**src/rtl/uart_rx_pkg.sv**
```systemverilog
// Shared constants and helpers for the UART receiver oversampling stage.
package uart_rx_pkg;

  localparam logic [4:0] PRESCALE_8          = 5'd8;
  localparam logic [4:0] PRESCALE_16         = 5'd16;
  localparam int         EDGE_CNT_W          = 4;
  localparam int         BIT_CNT_W_DEFAULT   = 5;
  localparam logic       IDLE_LEVEL          = 1'b1;

  function automatic logic majority3(input logic [2:0] s);
    return (s[0] & s[1]) | (s[0] & s[2]) | (s[1] & s[2]);
  endfunction

  // Only x8 is honoured; every other request falls back to x16.
  function automatic logic [4:0] decode_prescale(input logic [4:0] p);
    return (p == PRESCALE_8) ? PRESCALE_8 : PRESCALE_16;
  endfunction

  function automatic logic not_unanimous(input logic [2:0] s);
    return (s != 3'b000) && (s != 3'b111);
  endfunction

endpackage

```
**src/rtl/uart_rx_sync.sv**
```systemverilog
// N-flop synchroniser with a configurable reset level; STAGES=0 is a plain wire.
module uart_rx_sync
  import uart_rx_pkg::*;
#(
  parameter int   STAGES    = 2,
  parameter logic RESET_VAL = IDLE_LEVEL
) (
  input  logic clk,
  input  logic asy_reset,
  input  logic d,
  output logic q
);

  generate
    if (STAGES == 0) begin : g_bypass
      assign q = d;
    end else begin : g_flops
      logic [STAGES-1:0] sync_r;

      // shift chain, stage 0 samples the raw line
      always_ff @(posedge clk or negedge asy_reset) begin
        if (!asy_reset) begin
          sync_r <= {STAGES{RESET_VAL}};
        end else begin
          sync_r[0] <= d;
          for (int i = 1; i < STAGES; i++) begin
            sync_r[i] <= sync_r[i-1];
          end
        end
      end

      assign q = sync_r[STAGES-1];
    end
  endgenerate

endmodule

```
**src/rtl/uart_rx_edge_bit_sampler.sv**
```systemverilog
// UART RX oversampling edge/bit counter and 3-sample majority bit recovery.
// Optional glitch flag enabled with macro UART_RX_SAMPLER_GLITCH_FLAG_EN.
module uart_rx_edge_bit_sampler
  import uart_rx_pkg::*;
#(
  parameter int SYNC_STAGES = 2,
  parameter int BIT_CNT_W   = BIT_CNT_W_DEFAULT
) (
  input  logic                  clk_based_on_prescale,
  input  logic                  asy_reset,
  input  logic                  RX_IN,
  input  logic [4:0]            prescale,
  input  logic                  edge_bit_enable,
  input  logic                  data_sampler_enable,
  output logic                  rx_sync,
  output logic [EDGE_CNT_W-1:0] edge_count,
  output logic [BIT_CNT_W-1:0]  bit_count,
  output logic                  sampled_bit,
  output logic                  sample_valid,
  output logic                  sample_glitch
);

  localparam logic [BIT_CNT_W-1:0] BIT_MAX = {BIT_CNT_W{1'b1}};
  localparam logic [BIT_CNT_W-1:0] BIT_ONE = BIT_CNT_W'(1'b1);

  logic                  en_d_r;
  logic [4:0]            p_reg;
  logic [4:0]            p_next_s;
  logic [4:0]            half_s;
  logic [4:0]            edge_ext_s;
  logic                  at_wrap_s;
  logic                  at_s0_s;
  logic                  at_s1_s;
  logic                  at_s2_s;
  logic [EDGE_CNT_W-1:0] edge_count_s;
  logic [BIT_CNT_W-1:0]  bit_count_s;
  logic [2:0]            samples_r;
  logic [2:0]            samples_s;
  logic                  s0_ok_r;
  logic                  s0_ok_s;
  logic                  s1_ok_r;
  logic                  s1_ok_s;
  logic                  sampled_bit_s;
  logic                  sample_valid_s;
`ifdef UART_RX_SAMPLER_GLITCH_FLAG_EN
  logic                  sample_glitch_s;
`endif

  uart_rx_sync #(
    .STAGES    (SYNC_STAGES),
    .RESET_VAL (IDLE_LEVEL)
  ) u_rx_sync (
    .clk       (clk_based_on_prescale),
    .asy_reset (asy_reset),
    .d         (RX_IN),
    .q         (rx_sync)
  );

  assign half_s     = {1'b0, p_reg[4:1]};
  assign edge_ext_s = {1'b0, edge_count};
  assign at_wrap_s  = (edge_ext_s == (p_reg - 5'd1));
  assign at_s0_s    = (edge_ext_s == (half_s - 5'd1));
  assign at_s1_s    = (edge_ext_s == half_s);
  assign at_s2_s    = (edge_ext_s == (half_s + 5'd1));

  // prescale is captured only on the enable rising edge
  always_comb begin
    p_next_s = p_reg;
    if (edge_bit_enable && !en_d_r) begin
      p_next_s = decode_prescale(prescale);
    end else begin
      p_next_s = p_reg;
    end
  end

  // edge/bit counters: clear while disabled, bit_count saturates
  always_comb begin
    edge_count_s = edge_count;
    bit_count_s  = bit_count;
    if (!edge_bit_enable) begin
      edge_count_s = '0;
      bit_count_s  = '0;
    end else if (at_wrap_s) begin
      edge_count_s = '0;
      bit_count_s  = (bit_count == BIT_MAX) ? BIT_MAX : (bit_count + BIT_ONE);
    end else begin
      edge_count_s = edge_count + EDGE_CNT_W'(1'b1);
    end
  end

  // majority sampler; ok flags ensure all three samples belong to one enabled window
  always_comb begin
    samples_s      = samples_r;
    s0_ok_s        = s0_ok_r;
    s1_ok_s        = s1_ok_r;
    sampled_bit_s  = sampled_bit;
    sample_valid_s = 1'b0;
`ifdef UART_RX_SAMPLER_GLITCH_FLAG_EN
    sample_glitch_s = 1'b0;
`endif
    if (edge_bit_enable && data_sampler_enable) begin
      if (at_s0_s) begin
        samples_s[0] = rx_sync;
        s0_ok_s      = 1'b1;
        s1_ok_s      = 1'b0;
      end else if (at_s1_s) begin
        samples_s[1] = rx_sync;
        s1_ok_s      = s0_ok_r;
      end else if (at_s2_s) begin
        samples_s[2] = rx_sync;
        s0_ok_s      = 1'b0;
        s1_ok_s      = 1'b0;
        if (s1_ok_r) begin
          sampled_bit_s  = majority3({rx_sync, samples_r[1:0]});
          sample_valid_s = 1'b1;
`ifdef UART_RX_SAMPLER_GLITCH_FLAG_EN
          sample_glitch_s = not_unanimous({rx_sync, samples_r[1:0]});
`endif
        end else begin
          sample_valid_s = 1'b0;
        end
      end else begin
        samples_s = samples_r;
      end
    end else begin
      s0_ok_s = 1'b0;
      s1_ok_s = 1'b0;
    end
  end

  // state and output registers
  always_ff @(posedge clk_based_on_prescale or negedge asy_reset) begin
    if (!asy_reset) begin
      en_d_r       <= 1'b0;
      p_reg        <= PRESCALE_16;
      edge_count   <= '0;
      bit_count    <= '0;
      samples_r    <= 3'b111;
      s0_ok_r      <= 1'b0;
      s1_ok_r      <= 1'b0;
      sampled_bit  <= IDLE_LEVEL;
      sample_valid <= 1'b0;
    end else begin
      en_d_r       <= edge_bit_enable;
      p_reg        <= p_next_s;
      edge_count   <= edge_count_s;
      bit_count    <= bit_count_s;
      samples_r    <= samples_s;
      s0_ok_r      <= s0_ok_s;
      s1_ok_r      <= s1_ok_s;
      sampled_bit  <= sampled_bit_s;
      sample_valid <= sample_valid_s;
    end
  end

`ifdef UART_RX_SAMPLER_GLITCH_FLAG_EN
  // glitch flag, meaningful only alongside sample_valid
  always_ff @(posedge clk_based_on_prescale or negedge asy_reset) begin
    if (!asy_reset) begin
      sample_glitch <= 1'b0;
    end else begin
      sample_glitch <= sample_glitch_s;
    end
  end
`else
  assign sample_glitch = 1'b0;
`endif

endmodule

```
**config.mk**
```make
export PLATFORM = sky130hd
export DESIGN_NAME = uart_rx_edge_bit_sampler
export DESIGN_NICKNAME = d
export VERILOG_FILES = /design/src/rtl/uart_rx_pkg.sv /design/src/rtl/uart_rx_sync.sv /design/src/rtl/uart_rx_edge_bit_sampler.sv
export SDC_FILE = /design/constraint.sdc
export NUM_CORES = 1
export LEC_CHECK = 0
export BUFFER_PORTS_ARGS = -buffer_cell sky130_fd_sc_hd__buf_2
export CELL_PAD_IN_SITES_DETAIL_PLACEMENT = 0
export CELL_PAD_IN_SITES_GLOBAL_PLACEMENT = 1
export CORE_MARGIN = 5
export CORE_UTILIZATION = 40
export DETAILED_ROUTE_END_ITERATION = 10
export GPL_ROUTABILITY_DRIVEN = 0
export PLACE_DENSITY = 0.8
export SLEW_MARGIN = 20
export SYNTH_ARGS = -nofsm -noshare
export SYNTH_HDL_FRONTEND = slang
export SYNTH_HIERARCHICAL = 1
export SYNTH_SLANG_ARGS = --single-unit
```
**constraint.sdc**
```tcl
create_clock -name clk_based_on_prescale -period 2 [get_ports clk_based_on_prescale]
set_input_delay 0.1 -clock clk_based_on_prescale [delete_from_list [all_inputs] [get_ports clk_based_on_prescale]]
set_output_delay 0.1 -clock clk_based_on_prescale [all_outputs]
set_load 0.02 [all_outputs]
```
Word level (Yosys, flattened, before mapping). Index checks and enable logic that the tools add are counted.

Flip-flop bits (word level): 23. Bits of input ports: 10. Output and inout port bits: 13. Word-level logic and storage cells: 58.

Add/sub/neg operators: 5. Equality and inequality tests: 10. Mux-type cells: 18. Bitwise gates (word level): 7. Reductions and logical operators: 7.

Operator list (count): two-way mux 5 bit (4); equality test 4 x 5 -> 1 bit (3); two-way mux 1 bit (12); two-way mux 4 bit (2); inequality test 3 bit, second input constant (2); adder 4 x 1 -> 5 bit, second input constant (1); adder 5 x 1 -> 5 bit, second input constant (1); equality test 5 x 4 -> 1 bit, second input constant (1); equality test 5 bit, second input constant (1); AND reduction 5 bit (1); subtractor 4 x 1 -> 5 bit, second input constant (1); subtractor 5 x 1 -> 5 bit, second input constant (1); adder 4 x 1 -> 4 bit, second input constant (1); equality test 4 bit (1); inequality test 4 bit, second input constant (1); AND reduction 2 bit (2); AND 1 bit (3); AND reduction 3 bit (1); logical AND 1 bit (2); inequality test 2 x 1 -> 1 bit, second input constant (1); inverter 1 bit (2); bitwise OR 1 bit (2); zero test 1 bit (1).

Depth between registers and ports, before layout. Gate-level depths: netlist (run 1).

Depth after elaboration: 6. Gate-level depth with buffers: 7. Gate-level depth less buffers: 5.

Hierarchy. Netlist (run 1), hierarchy kept.

Modules (own cells, without submodules): uart_rx_edge_bit_sampler (times used 1, cells each 89, area an instance 948.4 sq um, sequential area each 455.4 sq um); uart_rx_sync (times used 1, cells each 2, area an instance 52.6 sq um, sequential area each 52.6 sq um).

Worst setup path before layout (run 1). OpenSTA, ideal clock, no wires.

Path kind: register to register. From: register p_reg[4]. To: register bit_count[1]. Library setup time: 0.120 ns. Data arrival time: 1.613 ns. Data required time: 1.880 ns. Path slack: 0.267 ns. Cell stages (with the launch flop): 8. Path buffers: 2. Period minus slack after synthesis: 1.733 ns. Cells stage by stage: dfstp_2 -> inv_1 -> ha_1 -> and3_1 -> clkbuf_1 -> and2_0 -> buf_2 -> o211a_1.

Word-level cells in the longest chain between the ends: 3.

Ends and longest elaborated chain: start: declaration (line uart_rx_edge_bit_sampler.sv:27) `logic [4:0] p_reg;`; start signal: assignment (line uart_rx_edge_bit_sampler.sv:145) `p_reg <= p_next_s;`; subtractor 5 x 1 -> 5 bit (line uart_rx_edge_bit_sampler.sv:61) `assign at_wrap_s = (edge_ext_s == (p_reg - 5'd1));`; equality test 4 x 5 -> 1 bit (line uart_rx_edge_bit_sampler.sv:61); inequality test 2 x 1 -> 1 bit (no source line); end signal: assignment (line uart_rx_edge_bit_sampler.sv:147) `bit_count <= bit_count_s;`; end: declaration (line uart_rx_edge_bit_sampler.sv:17) `output logic [BIT_CNT_W-1:0] bit_count,`.

Every way passes these cells. A chain may end at the register's enable or synchronous reset.

Worst setup path in the final report (run 1).
From: register p_reg[4]. To: register samples_r[0].

Word-level cells in the longest chain between the ends: 3.

Ends and longest elaborated chain: subtractor 4 x 1 -> 5 bit (line uart_rx_edge_bit_sampler.sv:62) `assign at_s0_s = (edge_ext_s == (half_s - 5'd1));`; equality test 4 x 5 -> 1 bit (line uart_rx_edge_bit_sampler.sv:62); AND reduction 2 bit (no source line); end signal: assignment (line uart_rx_edge_bit_sampler.sv:148) `samples_r <= samples_s;`; end: declaration (line uart_rx_edge_bit_sampler.sv:37) `logic [2:0] samples_r;`.

Every way passes these cells.

==> run metrics, run 1 <==
Power Total 752 µW; Tmin final 1.79 ns; CP Launch Point p_reg[4]; Final Max Tran Viols 0; max incr delay on CP 0.56 ns; Post-Synth Adder-Cell Area slightly above 7%; Top Registers bit_count (5), edge_count (4); reg2reg start p_reg[4]; DR iter-0 viols 20; most frequent cells in the layout buf_2, dfrtp_1, inv_1; Critical Path RT 2.23 ns; Setup Fix Bufs, Post-CTS 0; Synth Area in Compound Gates 11.8%; first-pass iteration count of the detailed router 4; outcome finished clean; Num Clock Sinks 20; Min Hold Slack ~0.082 ns; maximum vdd drop approximately 0.4 mV; clk_lat worst skew 0.29 ns; Area Overhead vs Synth 19.2%; worst-path cell chain inv_1, ha_1, xnor2_1, nor4_1, mux2_2; max frequency 0.559 GHz; Synth cell types 34; Min-Delay Endpoint sample_valid; yosys warns 6; clock-pin slew on the worst setup and hold paths 0.10 ns; Pwr per Cell Area around 630 mW/mm²; placed cell area about 0.0011 mm²; grt total ovfl 0; Critical Path Start Type flip-flop; Largest register FFs 5; main combinational cell family by area after synthesis simple AND/OR/NAND/NOR gates; Area contributors post-synth dfrtp_1, dfstp_2, ha_1; leading cell type in the layout, fill and taps excluded buf_2; xor-xnor portion of the synthesized cell area 6.12%; DIE AREA 0.00360 mm²; average size of a mapped cell 11.0 µm²; cell count after synthesis 91; Antenna diodes 0; die span in x around 60 µm; hold crit path type input port to flip-flop; global-route wire length before repair 3.32 mm; RSZ-0062 raised after global routing false; share of cells above drive strength 1 30.2%; CP arrival 2.02 ns; nets@finish 132; mux share of post-synthesis cell area 3.37%; initial antenna violation count 0; IO buf count 21; DR WL/cell 13.2 µm; Synth top area share 35.0%; FF-to-FF setup slack 0.21 ns; Avg Vias per Cell approximately 5.2; flops & latches, synth 20; CP Class flip-flop to flip-flop; Root Driver clkbuf_4; worst setup margin about 0.21 ns; vias in the first global route 765; CP Capture Type flip-flop; Post-Synth Simple-Gate Area between 10% and 20%; gr usage total 12.5%; cell area after technology mapping 0.00100 mm²; fill count 226; Setup TNS 0 ns; critical path's top delay family flip-flops; worst clock skew about 0.0021 ns; pre-CTS setup slack 0.183 ns; CTS tree built; cell area after layout 0.00119 mm²; Max-Cap Viols 0; CTS max path bufs 2; row count 18; Worst Path Buf+Inv 1; crit share post-route between 80% and 90%; capture point of the worst reg-to-reg path samples_r[0]; Slowest cell on crit path dfstp_2; Worst Reg2Reg Path Length in Cells 5; Static Leak 0.595 nW; H-tree Lvls 1; Routed WL just under 2 mm; syn_nets 106; most flop-heavy register bit_count; CP Max Fanout 3; final count of negative-setup-slack endpoints 0; register area share after synthesis 50.7%; Hold Startpoint data_sampler_enable; Initial Util 41.2%; Vias 764; final HPWL from detailed placement 1.47 mm; largest net degree at the start of global routing 21; hold depth 3; Die Span Y 60.0 µm; DRC Markers 0; Num CTS Buffers 3; post-synth top area cell dfrtp_1; Final Hold Fails 0; I/O pin count 23; Placeable Area 0.00243 mm²; DRT antenna net count 0
synthesized netlist by cell type, drive strengths merged:
cell and n:
dfrtp 14, inv 7, dfstp 6, ha 5, nand2 4, nor3 4
xor2 4, a31oi 3, and2 3, and3 3, mux2 3, nor2 3
nor4 3, xnor2 3, a211oi 2, a21oi 2, buf 2, nand2b 2
nand3 2, nand4b 2, o2111ai 2, o211a 2, o31ai 2, a311oi 1
clkbuf 1, conb 1, maj3 1, nor2b 1, o21a 1, o21ai 1
or3 1
worst register-to-register path: stages, from the launching register on:
cell and delay (ns):
dfstp_2 0.56, inv_1 0.04, ha_1 0.29, xnor2_1 0.15, nor4_1 0.30, mux2_2 0.38
metal layers:
layer  track usage, %  wire length [µm]  share of wire, %  vias up
li1                 -                 -                 -      377
met5                0                 0                 0        -
met3             2.59                80               4.2        2
met1             15.8               929                48      371
met2             20.2               903                47       14
met4             5.70                14              0.73        0
stage by stage:
| step | utilization, % | cells |
|---|---|---|
| floorplan | - | 91 |
| global placement | 46.3 | 139 |
| detailed placement | 46.3 | 139 |
| CTS | 49.1 | 146 |
| global route | 49.1 | 146 |
| finish | 49.1 | 146 |
layout make-up:
class,instances,area (µm²),area share [%]
clock buffers,4,36.3,3.04
inverters,7,26.3,2.20
multi-input cells,61,450,37.7
flip-flops and latches,20,508,42.6
well taps,30,37.5,3.14
repair buffers,24,135,11.3
power breakdown:
part / internal, mW / total [mW] / switching [mW]
clock: 0.111 / 0.225 / 0.114
sequential: 0.426 / 0.440 / 0.0145
combinational: 0.0365 / 0.0871 / 0.0506
total: 0.573 / 0.752 / 0.179
how the worst max path moves through the flow:
stage | to | cells past startpoint | slack [ns]
final | samples_r[0] | 5 | 0.21
after floorplan | bit_count[1] | 7 | 0.27
after global routing | samples_r[0] | 5 | 0.11
after detailed placement | samples_r[0] | 5 | 0.18
after CTS | samples_r[0] | 5 | 0.18
after global placement | samples_r[0] | 5 | 0.29
repair_timing:
action | 4_1_cts | 5_1_grt
resized for setup | 0 | 0
hold buffers | 3 | 0
hold endpoints to repair | 16 | 0
cell families (layout without fill, tap and decap cells):
family                     after synthesis  count (layout)
AOI/OAI and AO/OA                       16              16
xor gates and xnor gates                 7               7
adders and majority gates                6               6
buffers and inverters                   10              35
DFF                                     20              20
muxes                                    3               3
other                                    1               1
and+or+nand+nor                         28              28
Power figures use the tool's default switching activity.
==> run 2: changes to the inputs <==
--- a/config.mk
+++ b/config.mk
@@ -12,7 +12,7 @@
 export CORE_UTILIZATION = 40
 export DETAILED_ROUTE_END_ITERATION = 10
 export GPL_ROUTABILITY_DRIVEN = 0
-export PLACE_DENSITY = 0.8
+export PLACE_DENSITY_LB_ADDON = 0.05
 export SLEW_MARGIN = 20
 export SYNTH_ARGS = -nofsm -noshare
 export SYNTH_HDL_FRONTEND = slang
==> run 2 against run 1 <==
  * Design area rose by 0.63%
  * Cell count increased by 0.68%
  * Hold slack better by 0.00086 ns
  * Register-to-register slack about the same
  * Largest cell class unchanged
  * Highest routed layer unchanged
==> run metrics, run 2 (synthesized netlist as in run 1, its figures left out) <==
worst-path cell chain inv_1, ha_1, and3_1, and2_0, a311oi_1 (was inv_1, ha_1, xnor2_1, nor4_1, mux2_2); die span in x 60.0 µm (unchanged); vias in the first global route 760 (was 765); Top Registers bit_count (5), edge_count (4) (unchanged); IO buf count 21 (unchanged); Num Clock Sinks 20 (unchanged); DRC Markers 0 (unchanged); CP Class flip-flop to flip-flop (unchanged); global-route wire length before repair 3.35 mm (was 3.32 mm); CTS max path bufs 2 (unchanged); FF-to-FF setup slack 0.20 ns (was 0.21 ns); Power Total 759 µW (was 752 µW); largest net degree at the start of global routing 21 (unchanged); Min-Delay Endpoint sample_valid (unchanged); crit share post-route 90.1% (was 89.5%); cell area after layout 0.00120 mm² (was 0.00119 mm²); H-tree Lvls 1 (unchanged); DR WL/cell 13.3 µm (was 13.2 µm); Pwr per Cell Area 632 mW/mm² (was 630 mW/mm²); DRT antenna net count 0 (unchanged); Slowest cell on crit path dfstp_2 (unchanged); Placeable Area 0.00243 mm² (unchanged); Static Leak 0.600 nW (was 0.595 nW); CP arrival 1.96 ns (was 2.02 ns); FF/Latch Area 508 µm² (unchanged); Min Hold Slack 0.0830 ns (was 0.0822 ns); final count of negative-setup-slack endpoints 0 (unchanged); Routed WL 1.95 mm (was 1.93 mm); Setup TNS 0 ns (unchanged); row count 18 (unchanged); DR iter-0 viols 28 (was 20); critical path's top delay family simple AND/OR/NAND/NOR gates (was flip-flops); P_int 574 µW (was 573 µW); Critical Path Start Type flip-flop (unchanged); CP Max Fanout 6 (was 3); Area Overhead vs Synth 20.0% (was 19.2%); nets@finish 133 (was 132); fill count 230 (was 226); area of the multi-input gates 450 µm² (unchanged); clk_lat worst skew 0.29 ns (about the same); CP Capture Type flip-flop (unchanged); Max-Cap Viols 0 (unchanged); initial antenna violation count 0 (unchanged); grt total ovfl 0 (unchanged); Root Driver clkbuf_4 (unchanged); worst setup margin 0.198 ns (was 0.210 ns); CTS tree built (unchanged); Tmin final 1.80 ns (was 1.79 ns); hold crit path type input port to flip-flop (unchanged); Top Layer Used met4 (unchanged); Hold Startpoint data_sampler_enable (unchanged); most frequent cells in the layout buf_2, dfrtp_1, inv_1 (unchanged); Antenna diodes 0 (unchanged); most flop-heavy register bit_count (unchanged); share of cells above drive strength 1 30.8% (was 30.2%); pre-CTS setup slack 0.210 ns (was 0.183 ns); wl on met1 968 µm (was 929 µm); Worst Path Buf+Inv 1 (unchanged); Num CTS Buffers 3 (unchanged); capture point of the worst reg-to-reg path bit_count[3] (was samples_r[0]); combinational power share 11.7% (was 11.6%); I/O pin count 23 (unchanged); cell count after placement 140 (was 139); final HPWL from detailed placement 1.43 mm (was 1.47 mm); switching pwr 185 µW (was 179 µW); maximum vdd drop 0.343 mV (was 0.402 mV); first-pass iteration count of the detailed router 4 (unchanged); fin cells 147 (was 146); Avg Vias per Cell 5.14 (was 5.23); Largest register FFs 5 (unchanged); max frequency 0.555 GHz (was 0.559 GHz); placed cell area 0.00113 mm² (about the same); Worst Reg2Reg Path Length in Cells 5 (unchanged); Final Max Tran Viols 0 (unchanged); Routed met2 length 856 µm (was 903 µm); Initial Util 41.2% (unchanged); Switching Fraction 24.3% (was 23.8%); max incr delay on CP 0.56 ns (about the same); gr usage total 12.7% (was 12.5%); RSZ-0062 raised after global routing false (unchanged); leading cell type in the layout, fill and taps excluded buf_2 (unchanged); worst clock skew 0.00436 ns (was 0.00209 ns); hold depth 3 (unchanged); Final Hold Fails 0 (unchanged); DIE AREA 0.00360 mm² (unchanged); post_cts resized 0 (unchanged); Die Span Y 60.0 µm (unchanged); outcome finished clean (unchanged); reg2reg start p_reg[4] (unchanged); WL met3 108 µm (was 80 µm); clock-pin slew on the worst setup and hold paths 0.11 ns (was 0.10 ns); clock power share 30.4% (was 29.9%); Core Util, Final 49.4% (was 49.1%); Critical Path RT 2.16 ns (was 2.23 ns); Sequential Power Share 57.9% (was 58.5%); Vias 755 (was 764)
run 2: area by class of cell:
class / count / area share [%]
clock buffers: 4 / 3.02
well taps: 30 / 3.13
repair buffers: 25 / 11.9
multi-input cells: 61 / 37.5
inverters: 7 / 2.19
flip-flops and latches: 20 / 42.3
run 2: worst max-delay path by stage:
stage	from	slack (ns)	depth (start not counted)	to
after global routing	p_reg[4]	0.06	5	bit_count[3]
final	p_reg[4]	0.20	5	bit_count[3]
after floorplan	p_reg[4]	0.27	7	bit_count[1]
after detailed placement	p_reg[4]	0.21	5	bit_count[3]
after CTS	p_reg[4]	0.17	5	bit_count[3]
after global placement	p_reg[4]	0.24	5	samples_r[0]
run 2: power by group through the flow:
stage | clock network (mW) | logic, mW | registers [mW]
2_1_floorplan | 0 | 0.0453 | 0.452
3_3_place_gp | 0 | 0.0852 | 0.446
3_5_place_dp | 0 | 0.0856 | 0.448
4_1_cts | 0.244 | 0.0901 | 0.440
5_1_grt | 0.264 | 0.100 | 0.442
6_report | 0.231 | 0.0885 | 0.440
run 2: what timing repair did:
item	CTS	global route
endpoints found under the hold margin	16	0
hold buffers	3	0
buffers inserted	0	0
run 2: worst reg2reg max path: stages (launching register included):
cell and delay (ns):
dfstp_2 0.56, inv_1 0.04, ha_1 0.30, and3_1 0.27, and2_0 0.35, a311oi_1 0.15
run 2: per-layer routing:
metal | global-route usage [%] | vias up
li1 | - | 375
met1 | 16.9 | 362
met2 | 19.4 | 16
met3 | 2.59 | 2
met4 | 6.65 | 0
met5 | 0 | -
